### config.mk
export PLATFORM = sky130hd
export DESIGN_NAME = ocx_tlx_tx_bdi_pack
export DESIGN_NICKNAME = d
export VERILOG_FILES = /design/src/rtl/ocx_tlx_bdi_pkg.sv /design/src/rtl/ocx_tlx_bdi_fifo.sv /design/src/rtl/ocx_tlx_tx_bdi_pack.sv
export SDC_FILE = /design/constraint.sdc
export NUM_CORES = 1
export LEC_CHECK = 0
export CAP_MARGIN = 20
export CORE_MARGIN = 3
export CORE_UTILIZATION = 59
export CTS_CLUSTER_SIZE = 30
export DETAILED_ROUTE_END_ITERATION = 10
export DONT_BUFFER_PORTS = 1
export PLACE_DENSITY = 0.75
export SYNTH_ARGS = -nofsm -noshare
export SYNTH_HDL_FRONTEND = slang
export SYNTH_SLANG_ARGS = --single-unit
### constraint.sdc
create_clock -name tlx_clk -period 5.9 [get_ports tlx_clk]
set_clock_uncertainty 0.15 [all_clocks]
set_input_delay 0 -clock tlx_clk [delete_from_list [all_inputs] [get_ports tlx_clk]]
set_output_delay 0 -clock tlx_clk [all_outputs]
set_load 0.005 [all_outputs]
### src/rtl/ocx_tlx_bdi_pkg.sv
// Shared constants for the TLX transmit BDI packer: flit-count decode and
// accumulator/indicator widths.
package ocx_tlx_bdi_pkg;

  localparam int ACC_W   = 16;
  localparam int BDI_W   = 8;
  localparam int MAX_RUN = 8;

  localparam logic [1:0] FLIT_CNT_NONE = 2'b00;
  localparam logic [1:0] FLIT_CNT_1    = 2'b01;
  localparam logic [1:0] FLIT_CNT_2    = 2'b10;
  localparam logic [1:0] FLIT_CNT_4    = 2'b11;

  function automatic logic [2:0] flit_cnt_decode(input logic [1:0] cnt);
    case (cnt)
      FLIT_CNT_1: flit_cnt_decode = 3'd1;
      FLIT_CNT_2: flit_cnt_decode = 3'd2;
      FLIT_CNT_4: flit_cnt_decode = 3'd4;
      default:    flit_cnt_decode = 3'd0;
    endcase
  endfunction

endpackage

### src/rtl/ocx_tlx_bdi_fifo.sv
// 1-bit-wide BDI FIFO: one write and up to four combinational reads per cycle.
// Reads past the stored entries return 1 (poison).
module ocx_tlx_bdi_fifo #(
  parameter int ADDR_W = 6
) (
  input  logic              tlx_clk,
  input  logic              reset_n,
  input  logic              wr_v,
  input  logic              wr_bdi,
  input  logic [2:0]        rd_n,
  output logic [3:0]        rd_bits,
  output logic [ADDR_W:0]   count,
  output logic              full,
  output logic              wr_drop
);

  localparam int DEPTH = 1 << ADDR_W;

  logic                mem_q [DEPTH];
  logic [ADDR_W:0]     wr_ptr_q, wr_ptr_d;
  logic [ADDR_W:0]     rd_ptr_q, rd_ptr_d;
  logic [2:0]          rd_take;
  logic                wr_ok;

  // Pointers carry one extra bit, so count reaches DEPTH exactly when full.
  assign count = wr_ptr_q - rd_ptr_q;
  assign full  = count[ADDR_W];

  always_comb begin
    rd_take = rd_n;
    if (count < (ADDR_W+1)'(rd_n)) rd_take = count[2:0];
    // A read in the same cycle frees a slot, so a write into a full FIFO is kept.
    wr_ok    = wr_v && (!full || rd_take != 3'd0);
    wr_drop  = wr_v && !wr_ok;
    wr_ptr_d = wr_ptr_q + (ADDR_W+1)'(wr_ok);
    rd_ptr_d = rd_ptr_q + (ADDR_W+1)'(rd_take);
  end

  genvar gi;
  generate
    for (gi = 0; gi < 4; gi++) begin : g_rd
      logic [ADDR_W-1:0] idx;
      assign idx         = rd_ptr_q[ADDR_W-1:0] + ADDR_W'(gi);
      assign rd_bits[gi] = (3'(gi) < rd_take) ? mem_q[idx] : 1'b1;
    end
  endgenerate

  always_ff @(posedge tlx_clk) begin
    if (wr_ok) mem_q[wr_ptr_q[ADDR_W-1:0]] <= wr_bdi;
  end

  always_ff @(posedge tlx_clk) begin
    if (!reset_n) begin
      wr_ptr_q <= '0;
      rd_ptr_q <= '0;
    end else begin
      wr_ptr_q <= wr_ptr_d;
      rd_ptr_q <= rd_ptr_d;
    end
  end

endmodule

### src/rtl/ocx_tlx_tx_bdi_pack.sv
// Transmit BDI packer: queues per-VC BDI bits, orders them by data-flit grant,
// and emits the 8-bit bad_data_indicator for each control flit.
module ocx_tlx_tx_bdi_pack
  import ocx_tlx_bdi_pkg::*;
#(
  parameter int resp_addr_width = 6,
  parameter int cmd_addr_width  = 6
) (
  input  logic             tlx_clk,
  input  logic             reset_n,
  input  logic             afu_tlx_resp_data_valid,
  input  logic             afu_tlx_resp_data_bdi,
  input  logic             afu_tlx_cmd_data_valid,
  input  logic             afu_tlx_cmd_data_bdi,
  input  logic [1:0]       data_arb_vc_v,
  input  logic [1:0]       data_arb_flit_cnt,
  input  logic             ctl_flit_req,
  input  logic [3:0]       run_length,
  output logic             tlx_bdi_v,
  output logic [BDI_W-1:0] tlx_bad_data_indicator,
  output logic             resp_bdi_fifo_full,
  output logic             cmd_bdi_fifo_full,
  output logic             bdi_err
);

  logic [2:0]               grant_n, vc0_n, vc1_n, app_n;
  logic                     grant_conflict, rd_short;
  logic [3:0]               resp_bits, cmd_bits, app_bits;
  logic [resp_addr_width:0] resp_count;
  logic [cmd_addr_width:0]  cmd_count;
  logic                     resp_drop, cmd_drop;

  logic [ACC_W-1:0] acc_q, acc_d, acc_shift;
  logic [4:0]       acc_cnt_q, acc_cnt_d, cnt_base, cnt_sum, run;
  logic             run_ovr, run_short, acc_ovf;
  logic             bdi_v_q, bdi_v_d;
  logic [BDI_W-1:0] ind_q, ind_d;
  logic             err_q, err_d;

  always_comb begin
    grant_n        = flit_cnt_decode(data_arb_flit_cnt);
    grant_conflict = (data_arb_vc_v == 2'b11) && (grant_n != 3'd0);
    vc0_n          = (data_arb_vc_v == 2'b01) ? grant_n : 3'd0;
    vc1_n          = (data_arb_vc_v == 2'b10) ? grant_n : 3'd0;
    app_n          = vc0_n | vc1_n;
    app_bits       = (vc0_n != 3'd0) ? resp_bits : cmd_bits;
    rd_short       = ((vc0_n != 3'd0) && (resp_count < (resp_addr_width+1)'(vc0_n))) ||
                     ((vc1_n != 3'd0) && (cmd_count < (cmd_addr_width+1)'(vc1_n)));
  end

  ocx_tlx_bdi_fifo #(.ADDR_W(resp_addr_width)) u_resp_fifo (
    .tlx_clk (tlx_clk),
    .reset_n (reset_n),
    .wr_v    (afu_tlx_resp_data_valid),
    .wr_bdi  (afu_tlx_resp_data_bdi),
    .rd_n    (vc0_n),
    .rd_bits (resp_bits),
    .count   (resp_count),
    .full    (resp_bdi_fifo_full),
    .wr_drop (resp_drop)
  );

  ocx_tlx_bdi_fifo #(.ADDR_W(cmd_addr_width)) u_cmd_fifo (
    .tlx_clk (tlx_clk),
    .reset_n (reset_n),
    .wr_v    (afu_tlx_cmd_data_valid),
    .wr_bdi  (afu_tlx_cmd_data_bdi),
    .rd_n    (vc1_n),
    .rd_bits (cmd_bits),
    .count   (cmd_count),
    .full    (cmd_bdi_fifo_full),
    .wr_drop (cmd_drop)
  );

  // The request consumes from the cycle-start accumulator; granted bits then land after the shift.
  always_comb begin
    run_ovr   = ctl_flit_req && (run_length > 4'(MAX_RUN));
    run       = !ctl_flit_req ? 5'd0 : (run_ovr ? 5'(MAX_RUN) : {1'b0, run_length});
    run_short = run > acc_cnt_q;
    ind_d     = '0;
    for (int k = 0; k < BDI_W; k++) begin
      if (5'(k) < run) ind_d[k] = (5'(k) < acc_cnt_q) ? acc_q[k] : 1'b1;
    end
    acc_shift = acc_q >> run;
    cnt_base  = run_short ? 5'd0 : acc_cnt_q - run;
    acc_d     = acc_shift;
    acc_ovf   = 1'b0;
    for (int i = 0; i < 4; i++) begin
      if (3'(i) < app_n) begin
        if ((cnt_base + 5'(i)) < 5'(ACC_W)) acc_d[4'(cnt_base + 5'(i))] = app_bits[i];
        else                                acc_ovf = 1'b1;
      end
    end
    cnt_sum   = cnt_base + {2'b00, app_n};
    acc_cnt_d = (cnt_sum > 5'(ACC_W)) ? 5'(ACC_W) : cnt_sum;
    bdi_v_d   = ctl_flit_req;
    err_d     = err_q | resp_drop | cmd_drop | rd_short | grant_conflict |
                run_ovr | run_short | acc_ovf;
  end

  always_ff @(posedge tlx_clk) begin
    if (!reset_n) begin
      acc_q     <= '0;
      acc_cnt_q <= '0;
      bdi_v_q   <= 1'b0;
      ind_q     <= '0;
      err_q     <= 1'b0;
    end else begin
      acc_q     <= acc_d;
      acc_cnt_q <= acc_cnt_d;
      bdi_v_q   <= bdi_v_d;
      ind_q     <= ind_d;
      err_q     <= err_d;
    end
  end

  assign tlx_bdi_v              = bdi_v_q;
  assign tlx_bad_data_indicator = ind_q;
  assign bdi_err                = err_q;

endmodule

==> impl_metrics.json, run 1 <==
{
  "postRouteAntennaNets": 0,
  "finalWirelength_mm": 41.92,
  "ys_warn_count": 0,
  "synth-seq-cells": 187,
  "placementRows": 57,
  "grt_max_degree": 65,
  "setup_tns_ps": 0,
  "antenna_found_initial": 1,
  "setup_slack_ps": 802.5,
  "power.total_mw": 6.513,
  "crit_family": "compound AO/OA/AOI/OAI gates",
  "start_kind": "register",
  "postCtsSetupBuffers": 0,
  "grtUsageMet2_pct": 47.52,
  "first_global_vias": 11600,
  "synthCells": 1401,
  "cts-root-buf": "clkbuf_16",
  "critPathSlowestCell": "a21oi_1",
  "cts_tree": "yes",
  "crit_type": "reg -> reg",
  "drive_gt1_share_pct": 17.22,
  "place_congestion": 0.9900,
  "met1_usage_pct": 43.53,
  "met3_usage_pct": 8.603,
  "synth_area_per_cell_um2": 10.57,
  "vias": 12160,
  "dp.cells": 1652,
  "required_ps": 6130,
  "htreeDepth": 4,
  "wl_per_cell_um": 24.57,
  "cts_resized": 0,
  "finalHoldViolCount": 0,
  "setup_violations": 0,
  "timing.final.crit_share_pct": 86.40,
  "yosysTopAreaCell": "edfxtp_1",
  "tightestPinTransition_ps": 1139,
  "final_max_slew_viol_count": 0,
  "synth-edff-count": 128,
  "powerDensity_nw_per_um2": 412.0,
  "cp_max_fo": 19,
  "slew_headroom_pct": 23.84,
  "hpwl_mm": 29.19,
  "whs_ps": 22.09,
  "first_pass_iters": 6,
  "post-route-drc-count": 0,
  "synth.most_common_cell": "nor2_1",
  "cts_hold_buf": 22,
  "fin_crit_ps": 5097,
  "area_growth_pct": 6.734,
  "grt_use_total_pct": 31.70,
  "ir_worst_vdd_v": 0.0002459,
  "finalNonFillerCells": 1706,
  "fp.dieW_um": 164.4,
  "netlist.area_leader.share_pct": 25.95,
  "portBuffers": 0,
  "pre_cts_slack_ps": 981.7,
  "path_clk_slew_ps": 70,
  "cp-end-kind": "register",
  "maxCapViolations": 0,
  "start_util_pct": 60.54,
  "antenna_cells": 0,
  "fin_area_um2": 15810,
  "rsz0062_at_grt": "no",
  "first_iter_violations": 1675,
  "final_util_pct": 64.62,
  "clkLatencyLatePin_ps": 450,
  "path_buf_inv": 1,
  "dieArea_um2": 27040,
  "fmax_mhz": 196.2,
  "fin_nets": 1433,
  "cts_buffers": 17,
  "clk_path_buf_depth": 2,
  "cts.sinks": 187,
  "syn_nets": 1465,
  "hold_path_class": "in -> reg",
  "critPathArrivalTime_ps": 5320,
  "viasPerCell": 7.127,
  "core_area_um2": 24460,
  "mappedNetlistArea_um2": 14810,
  "synth_common_cells": "nor2_1, mux4_2, edfxtp_1, nand2_1, a21oi_1",
  "grt_overflow_total": 0,
  "cpPeakStageDelay_ps": 910,
  "p_leak_nw": 5.155,
  "ys.flop_type": "edfxtp_1",
  "synth_area_leaders": "edfxtp_1, mux4_2, dfxtp_1",
  "dieHeight_um": 164.4,
  "synth-seq-area-share_pct": 33.93,
  "io_pins": 27,
  "grt_busiest_layer": "met2",
  "cp_cell_sequence": "clkinv_1 > ha_1 > nor2_1 > a211oi_1 > a31o_2 > a2111oi_2 > nand2_1 > mux2_2 > nor3_1 > a21oi_1 > and2_1 > a32o_1",
  "grt_pass1_wl_mm": 65.59,
  "yosys.cell_types.count": 79,
  "place_area_um2": 14970,
  "async_flop_share_pct": 0,
  "outcome": "finished, final reports clean"
}
==> cell usage in the layout, fill, tap and decap left out, types with 7 or more instances in the layout <==
master	netlist	layout
a21oi_1	62	62
a31oi_1	9	9
mux4_2	153	153
ha_1	43	43
o22ai_1	9	9
nand4_1	14	14
nor3_1	32	32
xnor2_1	34	34
nor2b_1	26	26
clkbuf_16	0	17
nand2_1	98	98
mux2_2	13	13
buf_4	9	16
edfxtp_1	128	128
nand2b_1	10	10
nand3b_1	8	8
dlygate4sd3_1	0	20
o211ai_1	10	10
o21a_1	12	12
mux2i_1	32	32
nand3_1	45	45
o221ai_1	7	7
a211oi_1	13	13
nor4_1	7	7
and2_1	15	15
a211o_1	7	7
dfxtp_1	59	57
or3_1	18	18
o21ai_0	40	40
nor2_1	224	224
inv_1	40	40
xor2_1	15	15
==> layout make-up <==
| type | instances | area [µm²] |
|---|---|---|
| multi-input combinational | 1077 | 9211 |
| fill | 1880 | 8656 |
| sequential | 187 | 5032 |
| clock buffer | 17 | 425.4 |
| tap | 324 | 405.4 |
| timing repair buffer | 39 | 387.9 |
| inverter | 47 | 176.4 |
| clock inverter | 15 | 167.7 |
==> logic make-up (layout without fill, tap and decap cells) <==
family	count (synthesis)	after routing	synth area share (%)
adders and majority gates	49	49	4.444
and+or+nand+nor	524	524	16.29
AOI/OAI and AO/OA	254	254	11.92
muxes	201	201	26.65
xor gates and xnor gates	49	49	2.898
DFF	187	187	33.93
buffers and inverters	137	118	3.870
==> sequential cells by signal (all words and copies together) (netlist names), 5 cells and up <==
| signal | flops |
|---|---|
| acc_cnt_q | 5 |
| u_resp_fifo.mem_q | 64 |
| u_cmd_fifo.mem_q | 64 |
| u_resp_fifo.rd_ptr_q | 7 |
| u_resp_fifo.wr_ptr_q | 7 |
| u_cmd_fifo.wr_ptr_q | 7 |
| tlx_bad_data_indicator | 8 |
| u_cmd_fifo.rd_ptr_q | 7 |
| acc_q | 16 |
==> routing by layer <==
metal | wire [µm] | part of all wire (%)
met1 | 16220 | 39
met5 | 0 | 0
met2 | 18920 | 45
met3 | 4737 | 11
met4 | 2036 | 4.9
==> tightest hold or removal path, stage by stage <==
cell and delay [ps]:
a21boi_1 170, ha_1 280, and2_1 120
==> path summary, 6_finish.rpt <==
check	from	end	slack (ps)	cells after the start
worst max-delay path	u_cmd_fifo.rd_ptr_q[3]	acc_q[6]	800	12
worst min-delay path	afu_tlx_cmd_data_valid	u_cmd_fifo.wr_ptr_q[0]	20	3
worst min register to register	u_cmd_fifo.wr_ptr_q[6]	u_cmd_fifo.wr_ptr_q[6]	360	2
worst max register to register	u_cmd_fifo.rd_ptr_q[3]	acc_q[6]	800	12
==> report_power, final <==
part | total (mW) | switching [mW] | internal [mW]
combinational | 3.69 | 2.01 | 1.68
sequential | 1.62 | 0.144 | 1.47
clock | 1.20 | 0.594 | 0.608
total | 6.51 | 2.75 | 3.76
Power figures use the tool's default switching activity.
==> run 2: changes to the inputs <==
--- a/config.mk
+++ b/config.mk
@@ -14,4 +14,5 @@
 export PLACE_DENSITY = 0.75
 export SYNTH_ARGS = -nofsm -noshare
 export SYNTH_HDL_FRONTEND = slang
+export SYNTH_HIERARCHICAL = 1
 export SYNTH_SLANG_ARGS = --single-unit
==> run 2 against run 1 <==
Total power is 18% higher. Critical endpoint is now acc_q[10]. Worst hold slack improved by 16 ps. Clock power about the same. Wire length increased by 3.2%. Sequential cell count stayed put. Worst setup slack improved by 110 ps. Maximum frequency rose by 2.3%. Synthesized cell count rose by 0.50%. Count of clock-buffer cells in the layout unchanged.
==> impl_metrics.json, run 2 <==
{
  "dieHeight_um": 167.8,
  "hold_path_class": "in -> reg",
  "finalHoldViolCount": 0,
  "grt_overflow_total": 0,
  "core_area_um2": 25470,
  "cts_resized": 0,
  "cts_buffers": 17,
  "cts-root-buf": "clkbuf_16",
  "fmax_mhz": 200.7,
  "place_area_um2": 15510,
  "hpwl_mm": 29.80,
  "synth_common_cells": "nor2_1, mux4_2, edfxtp_1, nand2_1, nor3_1",
  "yosysTopAreaCell": "edfxtp_1",
  "fp.dieW_um": 167.8,
  "antenna_found_initial": 0,
  "dieArea_um2": 28140,
  "rsz0062_at_grt": "no",
  "io_pins": 27,
  "grt_max_degree": 71,
  "p_leak_nw": 5.468,
  "synth_area_per_cell_um2": 10.96,
  "critPathSlowestCell": "dfxtp_1",
  "yosys.cell_types.count": 96,
  "viasPerCell": 7.253,
  "clk_path_buf_depth": 2,
  "first_iter_violations": 1740,
  "cts_tree": "yes",
  "async_flop_share_pct": 0,
  "cp-end-kind": "register",
  "first_global_vias": 11830,
  "grt_use_total_pct": 30.58,
  "fin_area_um2": 16370,
  "synth-seq-area-share_pct": 32.55,
  "synth_area_leaders": "edfxtp_1, mux4_2, dfxtp_1",
  "placementRows": 58,
  "finalWirelength_mm": 43.26,
  "cts.sinks": 187,
  "crit_type": "reg -> reg",
  "setup_violations": 0,
  "final_common_cell": "nor2_1",
  "required_ps": 6070,
  "start_util_pct": 60.61,
  "ys_warn_count": 6,
  "cp_cell_sequence": "inv_1 > ha_1 > a211o_1 > a2111o_1 > o211ai_1 > and4b_1 > and2_1 > a311o_1 > mux2i_1 > nor3_1 > o31ai_1 > a21oi_1",
  "start_kind": "register",
  "syn_nets": 1474,
  "maxCapViolations": 0,
  "cts_hold_buf": 20,
  "synth-edff-count": 128,
  "post-route-drc-count": 0,
  "fin_crit_ps": 4983,
  "synthCells": 1408,
  "netlist.area_leader.share_pct": 24.90,
  "tightestPinTransition_ps": 1127,
  "slew_headroom_pct": 24.29,
  "clkLatencyLatePin_ps": 450,
  "ir_worst_vdd_v": 0.0002689,
  "portBuffers": 0,
  "wl_per_cell_um": 25.15,
  "powerDensity_nw_per_um2": 469.5,
  "synth-seq-cells": 187,
  "cp_max_fo": 18,
  "cpPeakStageDelay_ps": 900,
  "final_cell_mix": "nor2_1, mux4_2, edfxtp_1, nand2_1, nor3_1",
  "fin_nets": 1443,
  "antenna_cells": 0,
  "mappedNetlistArea_um2": 15440,
  "drive_gt1_share_pct": 16.83,
  "postCtsSetupBuffers": 0,
  "timing.final.crit_share_pct": 84.45,
  "final_max_slew_viol_count": 0,
  "vias": 12480,
  "postRouteAntennaNets": 0,
  "synth.most_common_cell": "nor2_1",
  "critPathArrivalTime_ps": 5160,
  "area_growth_pct": 6.005,
  "ys.flop_type": "edfxtp_1",
  "path_clk_slew_ps": 90,
  "outcome": "finished, final reports clean",
  "place_congestion": 0.9901,
  "first_pass_iters": 6,
  "htreeDepth": 4,
  "grt_pass1_wl_mm": 67.66,
  "setup_tns_ps": 0
}
run 2: cell types whose count changed after synthesis, moves of 9 or more:
cell,before,now
and2_1,15,24
mux2i_1,32,66
mux4_1,0,20
mux4_2,153,132
nand2_1,98,78
nor2_1,224,162
nor3_1,32,74
o21ai_0,40,31
run 2: path summary, 6_finish.rpt:
| kind | start | cells after the start | end | slack, ps |
|---|---|---|---|---|
| hold / removal | data_arb_flit_cnt[0] | 4 | acc_cnt_q[0] | 40 |
| setup / recovery | u_resp_fifo/rd_ptr_q[2] | 12 | acc_q[10] | 920 |
| setup reg to reg | u_resp_fifo/rd_ptr_q[2] | 12 | acc_q[10] | 920 |
| hold reg to reg | acc_q[7] | 2 | tlx_bad_data_indicator[7] | 400 |
run 2: critical path: cells and delay by family (launching register included):
| kind | cells | cell delay, ps |
|---|---|---|
| adders and majority gates | 1 | 380 |
| muxes | 1 | 770 |
| and+or+nand+nor | 3 | 700 |
| buffers and inverters | 1 | 150 |
| AOI/OAI and AO/OA | 6 | 1800 |
| DFF | 1 | 900 |
run 2: cell type report:
type	count	area, µm²
clock buffer	17	425.4
clock inverter	15	170.2
fill	1953	9106
inverter	53	198.9
multi-input combinational	1082	9731
sequential	187	5032
tap	330	412.9
timing repair buffer	36	395.4
run 2: power by group:
part	leakage [nW]	internal [mW]	switching, mW
registers	1.63	1.48	0.141
logic	3.55	2.22	2.68
clock network	0.289	0.571	0.597
run 2: cell families (layout without fill, tap and decap cells):
logic type | count (synthesis) | in the layout | synth area share (%)
simple gates | 504 | 504 | 16.02
compound gates | 242 | 242 | 11.49
mux | 230 | 230 | 27.81
flops | 187 | 187 | 32.55
buf+inv | 139 | 121 | 4.425
xor+xnor | 54 | 54 | 3.209
fa+ha+maj | 52 | 52 | 4.490
run 2: through the flow:
step	util (%)	setup WS (ps)	hold WS (ps)	std cells	power (mW)
2_1_floorplan	-	1146	-51.13	1408	5.383
3_3_place_gp	60.90	1178	-44.63	1667	6.283
6_report	64.25	917.3	37.94	1720	7.684
5_1_grt	64.25	493.0	54.77	1720	8.090
4_1_cts	64.14	992.0	3.892	1719	7.586
3_5_place_dp	60.90	1029	-44.40	1667	6.357
run 2: per-layer routing:
layer | up-vias | part of all wire, % | global-route usage [%] | wire, µm
met3 | 121 | 11 | 7.413 | 4577
met1 | 6096 | 40 | 42.92 | 17290
met2 | 824 | 46 | 46.47 | 19980
met5 | - | 0 | 0 | 0
li1 | 5434 | - | - | -
met4 | 0 | 3.3 | 11.81 | 1418
